$ cat src/rtl/uart_rx_byte_pkg.sv
// rtl/uart_rx_byte_pkg.sv - shared UART state encodings and bit-timing defaults
package uart_rx_byte_pkg;

    typedef enum logic [2:0] {
        IDLE,
        START,
        DATA,
        PARITY,
        STOP
    } rxState_e;

    localparam int CLKS_PER_BIT_57600 = 1736;

    function automatic int halfBit(input int clksPerBit);
        return clksPerBit / 2;
    endfunction

endpackage

$ cat src/rtl/uart_rx_byte_if.sv
// rtl/uart_rx_byte_if.sv - received-byte valid/ready handshake
interface uart_rx_byte_if;

    logic [7:0] rx_data;
    logic       rx_valid;
    logic       rx_ready;

    modport master (output rx_data, output rx_valid, input rx_ready);
    modport slave  (input rx_data, input rx_valid, output rx_ready);

endinterface

$ cat src/rtl/uart_rx_sync.sv
// rtl/uart_rx_sync.sv - rx line synchroniser, fall-edge detect and 3-sample majority
module uart_rx_sync #(
    parameter int SYNC_STAGES = 2
) (
    input  logic CLK,
    input  logic reset,
    input  logic rxPin,
    output logic syncBit,
    output logic fallEdge,
    output logic majority
);

    logic [SYNC_STAGES-1:0] chain;
    logic [2:0]             hist;

    // Everything resets to the idle level so reset release never looks like a start edge.
    always_ff @(posedge CLK or posedge reset) begin
        if (reset) begin
            chain <= '1;
            hist  <= 3'b111;
        end else begin
            chain <= {chain[SYNC_STAGES-2:0], rxPin};
            hist  <= {hist[1:0], chain[SYNC_STAGES-1]};
        end
    end

    assign syncBit  = chain[SYNC_STAGES-1];
    assign fallEdge = hist[0] & ~syncBit;
    assign majority = (hist[0] & hist[1]) | (hist[0] & hist[2]) | (hist[1] & hist[2]);

endmodule

$ cat src/rtl/uart_rx_byte.sv
// rtl/uart_rx_byte.sv - 8N1 UART receiver with byte handshake; RX_PARITY_EN adds even parity
module uart_rx_byte
    import uart_rx_byte_pkg::*;
#(
    parameter int CLKS_PER_BIT = CLKS_PER_BIT_57600,
    parameter int SYNC_STAGES  = 2
) (
    input  logic          CLK,
    input  logic          reset,
    input  logic          rx_pin,
    uart_rx_byte_if.master rx,
    output logic          frame_err,
    output logic          overrun,
    input  logic          err_clr,
    output logic          busy
);

    localparam int            HALF      = halfBit(CLKS_PER_BIT);
    localparam int            CW        = $clog2(CLKS_PER_BIT);
    localparam logic [CW-1:0] SAMPLE_AT = CW'(HALF + 1);
    localparam logic [CW-1:0] LAST      = CW'(CLKS_PER_BIT - 1);

    rxState_e      state;
    logic [CW-1:0] cnt;
    logic [2:0]    bitIdx;
    logic [7:0]    shreg;
    logic          armed;
    logic          syncBit, fallEdge, majority;
    logic          sampleNow, stopOk, deliver, canLoad;
`ifdef RX_PARITY_EN
    logic          parErr;
`endif

    uart_rx_sync #(.SYNC_STAGES(SYNC_STAGES)) u_sync (
        .CLK      (CLK),
        .reset    (reset),
        .rxPin    (rx_pin),
        .syncBit  (syncBit),
        .fallEdge (fallEdge),
        .majority (majority)
    );

    always_comb begin
        sampleNow = (cnt == SAMPLE_AT);
`ifdef RX_PARITY_EN
        stopOk    = majority & ~parErr;
`else
        stopOk    = majority;
`endif
        deliver   = (state == STOP) && sampleNow && stopOk;
        canLoad   = ~rx.rx_valid | rx.rx_ready;
    end

    always_ff @(posedge CLK or posedge reset) begin
        if (reset) begin
            state       <= IDLE;
            cnt         <= '0;
            bitIdx      <= '0;
            shreg       <= '0;
            armed       <= 1'b0;
            rx.rx_data  <= '0;
            rx.rx_valid <= 1'b0;
            frame_err   <= 1'b0;
            overrun     <= 1'b0;
            busy        <= 1'b0;
`ifdef RX_PARITY_EN
            parErr      <= 1'b0;
`endif
        end else begin
            frame_err <= 1'b0;
            cnt       <= (cnt == LAST) ? '0 : cnt + 1'b1;
            if (rx.rx_valid && rx.rx_ready) rx.rx_valid <= 1'b0;
            if (err_clr) overrun <= 1'b0;
            // A set later in the block overrides err_clr in the same cycle.
            if (deliver) begin
                if (canLoad) begin
                    rx.rx_data  <= shreg;
                    rx.rx_valid <= 1'b1;
                end else begin
                    overrun <= 1'b1;
                end
            end

            case (state)
                IDLE: begin
                    // armed requires the line seen high first, so a break cannot retrigger.
                    if (fallEdge && armed) begin
                        state <= START;
                        cnt   <= '0;
                        busy  <= 1'b1;
                        armed <= 1'b0;
                    end else if (syncBit) begin
                        armed <= 1'b1;
                    end
                end
                START: begin
                    if (sampleNow) begin
                        if (majority) begin
                            state <= IDLE;
                            busy  <= 1'b0;
                        end else begin
                            state  <= DATA;
                            bitIdx <= '0;
                        end
                    end
                end
                DATA: begin
                    if (sampleNow) begin
                        shreg  <= {majority, shreg[7:1]};
                        bitIdx <= bitIdx + 3'd1;
                        if (bitIdx == 3'd7) begin
`ifdef RX_PARITY_EN
                            state <= PARITY;
`else
                            state <= STOP;
`endif
                        end
                    end
                end
`ifdef RX_PARITY_EN
                PARITY: begin
                    if (sampleNow) begin
                        parErr <= ^shreg ^ majority;
                        state  <= STOP;
                    end
                end
`endif
                STOP: begin
                    if (sampleNow) begin
                        if (!stopOk) frame_err <= 1'b1;
                        state <= IDLE;
                        busy  <= 1'b0;
                    end
                end
                default: begin
                    state <= IDLE;
                    busy  <= 1'b0;
                end
            endcase
        end
    end

endmodule
$ cat src/flat_wrapper.sv
// flat-port wrapper written by rule: the top's interface ports become plain ports
module uart_rx_byte_flat import uart_rx_byte_pkg::*;
#(
    parameter int CLKS_PER_BIT = CLKS_PER_BIT_57600,
    parameter int SYNC_STAGES  = 2
)
  (CLK, reset, rx_pin, frame_err, overrun, err_clr, busy, rx_rx_data, rx_rx_valid, rx_rx_ready);
  uart_rx_byte_if rx_i ();
  input  logic CLK;
  input  logic reset;
  input  logic rx_pin;
  output logic frame_err;
  output logic overrun;
  input  logic err_clr;
  output logic busy;
  output wire logic [$bits(rx_i.rx_data)-1:0] rx_rx_data;
  output wire logic [$bits(rx_i.rx_valid)-1:0] rx_rx_valid;
  input wire logic [$bits(rx_i.rx_ready)-1:0] rx_rx_ready;
  assign rx_rx_data = rx_i.rx_data;
  assign rx_rx_valid = rx_i.rx_valid;
  assign rx_i.rx_ready = rx_rx_ready;
  uart_rx_byte #(.CLKS_PER_BIT(CLKS_PER_BIT), .SYNC_STAGES(SYNC_STAGES)) u_core (.CLK(CLK), .reset(reset), .rx_pin(rx_pin), .rx(rx_i), .frame_err(frame_err), .overrun(overrun), .err_clr(err_clr), .busy(busy));
endmodule
$ cat config.mk
export PLATFORM = sky130hd
export DESIGN_NAME = uart_rx_byte_flat
export DESIGN_NICKNAME = d
export VERILOG_FILES = /design/src/rtl/uart_rx_byte_pkg.sv /design/src/rtl/uart_rx_byte_if.sv /design/src/rtl/uart_rx_sync.sv /design/src/rtl/uart_rx_byte.sv /design/src/flat_wrapper.sv
export SDC_FILE = /design/constraint.sdc
export NUM_CORES = 1
export LEC_CHECK = 0
export ABC_AREA = 1
export CAP_MARGIN = 15
export CELL_PAD_IN_SITES_DETAIL_PLACEMENT = 1
export CELL_PAD_IN_SITES_GLOBAL_PLACEMENT = 2
export CORE_MARGIN = 2
export CORE_UTILIZATION = 38
export DETAILED_ROUTE_END_ITERATION = 6
export PLACE_DENSITY = 0.93
export RECOVER_POWER = 50
export SYNTH_ARGS = -nofsm -noshare
export SYNTH_HDL_FRONTEND = slang
export SYNTH_SLANG_ARGS = --single-unit
$ cat constraint.sdc
create_clock -name CLK -period 4.4 [get_ports CLK]
set_input_delay 0.66 -clock CLK [delete_from_list [all_inputs] [get_ports CLK]]
set_output_delay 0.66 -clock CLK [all_outputs]
set_load 0.05 [all_outputs]
# Word-level counts from Yosys, hierarchy flattened
# Cells that the tools add are included.
op_classes:
  n_addsub: 2
  eq_ne: 13
  n_mux: 30
  n_bitwise: 10
  reduce_logical: 13
op_table:
  columns: ["cell", "count"]
  rows:
  - ["$mux W11", 3]
  - ["$mux W3", 8]
  - ["$mux W1", 15]
  - ["$ne A2 B1 Y1 const B", 6]
  - ["$pmux W3 S4", 1]
  - ["$add A11 B1 Y11 const B", 1]
  - ["$eq A11 B10 Y1 const B", 1]
  - ["$eq A11 B11 Y1 const B", 1]
  - ["$reduce_and A5 Y1", 2]
  - ["$eq A3 B3 Y1 const B", 2]
  - ["$pmux W3 S2", 1]
  - ["$reduce_and A2 Y1", 3]
  - ["$and A1 B1 Y1", 4]
  - ["$logic_and A1 B1 Y1", 4]
  - ["$pmux W1 S4", 1]
  - ["$reduce_and A4 Y1", 1]
  - ["$reduce_bool A2 Y1", 2]
  - ["$add A3 B1 Y3 const B", 1]
  - ["$eq A3 B1 Y1 const B", 1]
  - ["$eq A3 B2 Y1 const B", 1]
  - ["$logic_not A3 Y1", 1]
  - ["$not A1 Y1", 3]
  - ["$or A1 B1 Y1", 3]
  - ["$mux W2", 1]
  - ["$ne A2 B2 Y1 const B", 1]
totals:
  ff_bits: 43
  in_bits: 5
  word_cells: 80

# Depth between registers and ports, before layout
logic_depth:
  word_depth: 6
  ltp_mapped: 10
  ltp_nobuf: 9

# Cells and area by module
# A second synthesis with hierarchy kept.
hier_totals:
  cells_unflattened: 237
  hier_area_um2: 2064.5
by_module_without_submodules:
  columns: ["module", "n_inst", "cells_per_inst", "area_each_um2", "seq_area_each_um2"]
  rows:
  - ["uart_rx_byte", 1, 225, 1903.1, 950.9]
  - ["uart_rx_sync", 1, 12, 161.4, 131.4]

# Worst setup path after synthesis
# No wires, ideal clock.
synth_timing:
  path_kind: "register to register"
  from: "register u_core.cnt[1]"
  to: "register u_core.rx.rx_data[0]"
  arrival_time_ps: 1346
  required_ps: 4281
  slack_ps: 2935
  path_stages_with_launch: 11
  n_path_buf: 1
  cell_sequence: "dfrtp_1 inv_1 ha_1 inv_1 nor2_4 nand3_4 nor2_4 nand3_4 buf_6 nand2_2 o21ai_2"
synth_between:
  elab_chain_len: 4
synth_lines:
  columns: ["element", "line_no", "text"]
  rows:
  - ["from (decl)", "uart_rx_byte.sv:24", "logic [CW-1:0] cnt;"]
  - ["from (signal assigned)", "uart_rx_byte.sv:71", "cnt <= (cnt == LAST) ? '0 : cnt + 1'b1;"]
  - ["$eq A11 B10 Y1", "uart_rx_byte.sv:44", "sampleNow = (cnt == SAMPLE_AT);"]
  - ["$logic_and A1 B1 Y1 (2 in a row)", "uart_rx_byte.sv:50", "deliver = (state == STOP) && sampleNow && stopOk;"]
  - ["$reduce_and A2 Y1 (no source line)", null, null]
  - ["to (signal assigned)", "uart_rx_byte.sv:77", "rx.rx_data <= shreg;"]
  - ["to (decl)", "uart_rx_byte_if.sv:8", "modport master (output rx_data, output rx_valid, input rx_ready);"]
# Every way passes these cells.
# A chain may end at the register's enable or synchronous reset.

==> summary by stage <==
Drt
The via total after detailed routing is 1432. Using the TritonRoute via totals, the vias-per-cell ratio works out to 4.68. For this run, design rule violations remaining after detail routing come to 0. The final wirelength is 3630 um. The average detailed-routed wire length per instance is 11.9 um. The starting DRC count in detailed routing is 48. The number of routed nets with antenna violations is 0.

The number of detailed-routing iterations run before antenna repair is 4.

Power and ir drop
Internal power comes to 0.000688 W. The share of total power dissipated in combinational logic is 0.213. The share of total power dissipated in sequential elements is 0.481.

Of the total power, the clock network draws 0.305. For this design the ratio of total power to cell area is 440 mW/mm^2. For this design the static power due to leakage is 1.01 nW. The highest ir drop seen on vdd is 0.169 mV.

Summed over all nets, the switching power comes to 0.000325 W. Of the total power, the share spent switching nets is 0.321.

Yosys
The net count of the mapped netlist is 222. After synthesis the cells add up to 0.00196 mm^2. The mux share of post-synthesis cell area is 0. The unique cell type count in the Yosys netlist is 28. The number of register bits inferred by synthesis is 43.

The post-synthesis instance total is 213. Of the total synthesized cell area, the portion taken by full adders, half adders and majority gates is 0.0255. The Yosys step of the flow raised 0 warnings. Of the total synthesized cell area, the portion taken by AND, OR, NAND and NOR gates is 0.259. The compound-cell area share of the yosys netlist is 0.101. The combinational family with the most area after synthesis is simple AND/OR/NAND/NOR gates.

For this run, the register share of the synthesized area comes to 0.551. The xor/xnor cell area share of the yosys netlist is 0. The average instance in the mapped netlist occupies 9.22 um^2.

Place
Timing analysis after detailed placement gives a worst setup slack of 2.53 ns. The last weighted congestion value of the routability-driven placer is 0.702. Summed over all nets, the half-perimeter wirelength after detailed placement is 2600 um. The number of placed instances, taps included, is 298.

In this run the tool buffered the top-level ports with 16 buffer cells.

Setup path
The largest delay contributor family on the critical path is buffers and inverters. The master of the slowest instance on the critical path is sky130_fd_sc_hd__clkbuf_1. Walking the worst path, the cells encountered are clkdlybuf4s50_1 > clkinv_1 > clkbuf_1.

The class of the most critical setup path is in2async. Counting both buffers and inverters, the worst setup path holds a total of 3. The worst endpoint required time is 4.34 ns. The peak per-stage delay on the critical path is 1.63 ns. The biggest fanout along the worst timing path is 43.

STA classifies the critical path endpoint as an asynchronous set/reset pin. STA classifies the critical path startpoint as an input pin. For the worst setup path, the data arrival time is 2.75 ns.

Clocking
In this run the number of H-tree levels came out at 2. The buffer count from post-CTS setup fixing is 0. The number of buffers on the longest clock path is 2. After clock tree synthesis, the clock-pin slew on the worst setup and hold paths is 0.08 ns. The number of buffers added to fix hold violations after cts is 0. The buffer type at the clock tree root is sky130_fd_sc_hd__clkbuf_8.

The clock latency on the worst-skew pair is 0.29 ns. The post-cts sizing count is 0. Clock tree synthesis inserted a total of 5 buffers.

The number of clock sinks is 43. TritonCTS built the clock tree.

Floorplan
The effective utilization at floorplan is 0.390. After floorplanning, the core was sized to cover 0.00504 mm^2. In this run the horizontal extent of the chip is 75.9 um.

The die covers 0.00576 mm^2. In this run the core area contains 26 standard-cell rows. From bottom edge to top edge, the die measures 75.9 um. The I/O pin count is 17.

Global routing
The global-route wire length before repair is 6810 um. The met3 usage is 0.0381. The pin count of the biggest net entering global routing is 44. The initial antenna violation count is 0. The total global routing track utilization is 0.144. The remaining global-route overflow is 0. The number of global-route vias before repair was 1498. The global-route track usage on met2 is 0.241. The most used routing layer is met2. The met1 track demand over resource is 0.183.

STA
The total setup violations reported at the end of the flow is 0. The max-slew violation count is 44. The final period demand of the worst path is 2.82 ns. Measured against its own limit, the worst slew margin works out to -0.530.

In the finished design, the share of the clock period the worst path needs comes to 0.640. The final sum of negative setup slack is 0 ns. The maximum achievable frequency is 355 MHz. Setup repair after global routing left no endpoint under its margin. The number of hold violations in the final report is 0. The setup slack after layout is 1.58 ns. On the final layout, the worst clock skew is 0.00839 ns. For the pin with the worst max-slew slack, the measured transition is 2.30 ns.

Cells and area
The library cell used most frequently in the layout, excluding fill and tap cells, is sky130_fd_sc_hd__nand2_1. In the final layout, the share of cells above drive strength 1 is 0.140. The core occupancy in the finished layout is 0.457. The top cell types in the final layout, fill and taps aside, are sky130_fd_sc_hd__nand2_1, sky130_fd_sc_hd__dfrtp_1, sky130_fd_sc_hd__inv_1. The count of cells in the finished layout, fillers not included, comes to 306.

The final net count is 244. The number of inserted diodes is 0. Compared with the post-synthesis result, the final layout area differs by 17.2%.

Job
The max-capacitance violation count is 1.

Outcome
The checks that failed: capacitance limit, slew limit. The flow ran to the end, but the final reports show violations.

Hold path
The path class of the tightest hold or removal check is reg2reg.
==> through the flow <==
| step | hold WS (ns) | total power [W] | cell area, um^2 |
|---|---|---|---|
| after CTS | 0.364 | 0.00104 | 2320 |
| after detailed placement | 0.350 | 0.000717 | 2210 |
| after global placement | 0.347 | 0.000710 | 2210 |
| after floorplan | 0.345 | 0.000657 | 1960 |
| after global routing | 0.373 | 0.00109 | 2300 |
| final | 0.365 | 0.00101 | 2300 |
==> cell type report <==
class                      instances  area [um^2]
clock buffer                       5         68.8
clock inverter                     3         43.8
fill                             604         2740
inverter                          28          105
multi-input combinational        139          743
sequential                        43         1080
tap                               70         87.6
timing repair buffer              18          171
==> final timing paths <==
path                       slack (ns)                             start  cells after the start                          endpoint
max                              1.58                             reset                      3      u_core.rx.rx_valid$_DFF_PP0_
max in group CLK                 2.27  u_core.rx.rx_data[0]$_DFFE_PP0P_                      1                     rx_rx_data[0]
min reg2reg                      0.37  u_core.u_sync.chain[0]$_DFF_PP1_                      0  u_core.u_sync.chain[1]$_DFF_PP1_
min                              0.37  u_core.u_sync.chain[0]$_DFF_PP1_                      0  u_core.u_sync.chain[1]$_DFF_PP1_
min in group asynchronous        1.50                             reset                      3           u_core.cnt[0]$_DFF_PP0_
max reg2reg                      2.56           u_core.cnt[1]$_DFF_PP0_                      9  u_core.rx.rx_data[7]$_DFFE_PP0P_
==> power groups by stage <==
| stage | Combinational, W | Sequential, W | Clock, W |
|---|---|---|---|
| after detailed placement | 0.000221 | 0.000496 | 0 |
| after CTS | 0.000223 | 0.000489 | 0.000325 |
| after global placement | 0.000215 | 0.000495 | 0 |
| final | 0.000216 | 0.000488 | 0.000309 |
| after floorplan | 0.000159 | 0.000498 | 0 |
| after global routing | 0.000254 | 0.000495 | 0.000337 |
==> cell families after synthesis <==
| family | count (synthesis) |
|---|---|
| AO/OA/AOI/OAI | 32 |
| adder cells (fa/ha/maj) | 4 |
| buffers and inverters | 31 |
| flip-flops | 43 |
| AND/OR/NAND/NOR | 103 |
==> sequential cells by signal, indices dropped and copies added (netlist names) <==
| signal | count |
|---|---|
| u_core.rx.rx_valid | 1 |
| u_core.u_sync.chain | 2 |
| u_core.u_sync.hist | 3 |
| u_core.state | 3 |
| u_core.overrun | 1 |
| u_core.bitIdx | 3 |
| u_core.busy | 1 |
| u_core.armed | 1 |
| u_core.cnt | 11 |
| u_core.rx.rx_data | 8 |
| u_core.frame_err | 1 |
| u_core.shreg | 8 |
==> per-layer routing <==
layer / routed length [um] / vias up
met5: 0 / -
met4: 54 / 0
met3: 109 / 5
met2: 1770 / 17
met1: 1700 / 685
li1: - / 725
==> worst register-to-register path, stage by stage (launching register included) <==
cell and delay (ns):
sky130_fd_sc_hd__dfrtp_1 0.42, sky130_fd_sc_hd__inv_1 0.07, sky130_fd_sc_hd__ha_1 0.13, sky130_fd_sc_hd__inv_1 0.06
sky130_fd_sc_hd__nor2_4 0.12, sky130_fd_sc_hd__nand3_1 0.28, sky130_fd_sc_hd__nor2_4 0.22, sky130_fd_sc_hd__nand3_4 0.23
sky130_fd_sc_hd__nand2_1 0.15, sky130_fd_sc_hd__o21ai_2 0.06
==> synth_stat cells <==
| library cell | n | share of area |
|---|---|---|
| sky130_fd_sc_hd__a21boi_0 | 1 | 0.0038 |
| sky130_fd_sc_hd__a21oi_1 | 6 | 0.015 |
| sky130_fd_sc_hd__a31oi_1 | 1 | 0.0032 |
| sky130_fd_sc_hd__buf_2 | 1 | 0.0025 |
| sky130_fd_sc_hd__buf_6 | 1 | 0.0057 |
| sky130_fd_sc_hd__clkbuf_2 | 1 | 0.0025 |
| sky130_fd_sc_hd__dfrtp_1 | 38 | 0.48 |
| sky130_fd_sc_hd__dfstp_2 | 5 | 0.067 |
| sky130_fd_sc_hd__ha_1 | 4 | 0.025 |
| sky130_fd_sc_hd__inv_1 | 26 | 0.050 |
| sky130_fd_sc_hd__inv_2 | 2 | 0.0038 |
| sky130_fd_sc_hd__nand2_1 | 55 | 0.11 |
| sky130_fd_sc_hd__nand2_2 | 3 | 0.0096 |
| sky130_fd_sc_hd__nand3_1 | 3 | 0.0076 |
| sky130_fd_sc_hd__nand3_4 | 2 | 0.018 |
| sky130_fd_sc_hd__nand4_1 | 3 | 0.0096 |
| sky130_fd_sc_hd__nand4_2 | 1 | 0.0064 |
| sky130_fd_sc_hd__nor2_1 | 15 | 0.029 |
| sky130_fd_sc_hd__nor2_4 | 4 | 0.023 |
| sky130_fd_sc_hd__nor3_1 | 11 | 0.028 |
| sky130_fd_sc_hd__nor3_2 | 1 | 0.0051 |
| sky130_fd_sc_hd__nor3b_1 | 3 | 0.011 |
| sky130_fd_sc_hd__o21ai_0 | 12 | 0.031 |
| sky130_fd_sc_hd__o21ai_1 | 2 | 0.0051 |
| sky130_fd_sc_hd__o21ai_2 | 8 | 0.036 |
| sky130_fd_sc_hd__o21bai_1 | 1 | 0.0038 |
| sky130_fd_sc_hd__o22ai_1 | 1 | 0.0032 |
| sky130_fd_sc_hd__or2_2 | 2 | 0.0064 |
Note: power is estimated with default switching activity, not from simulation.
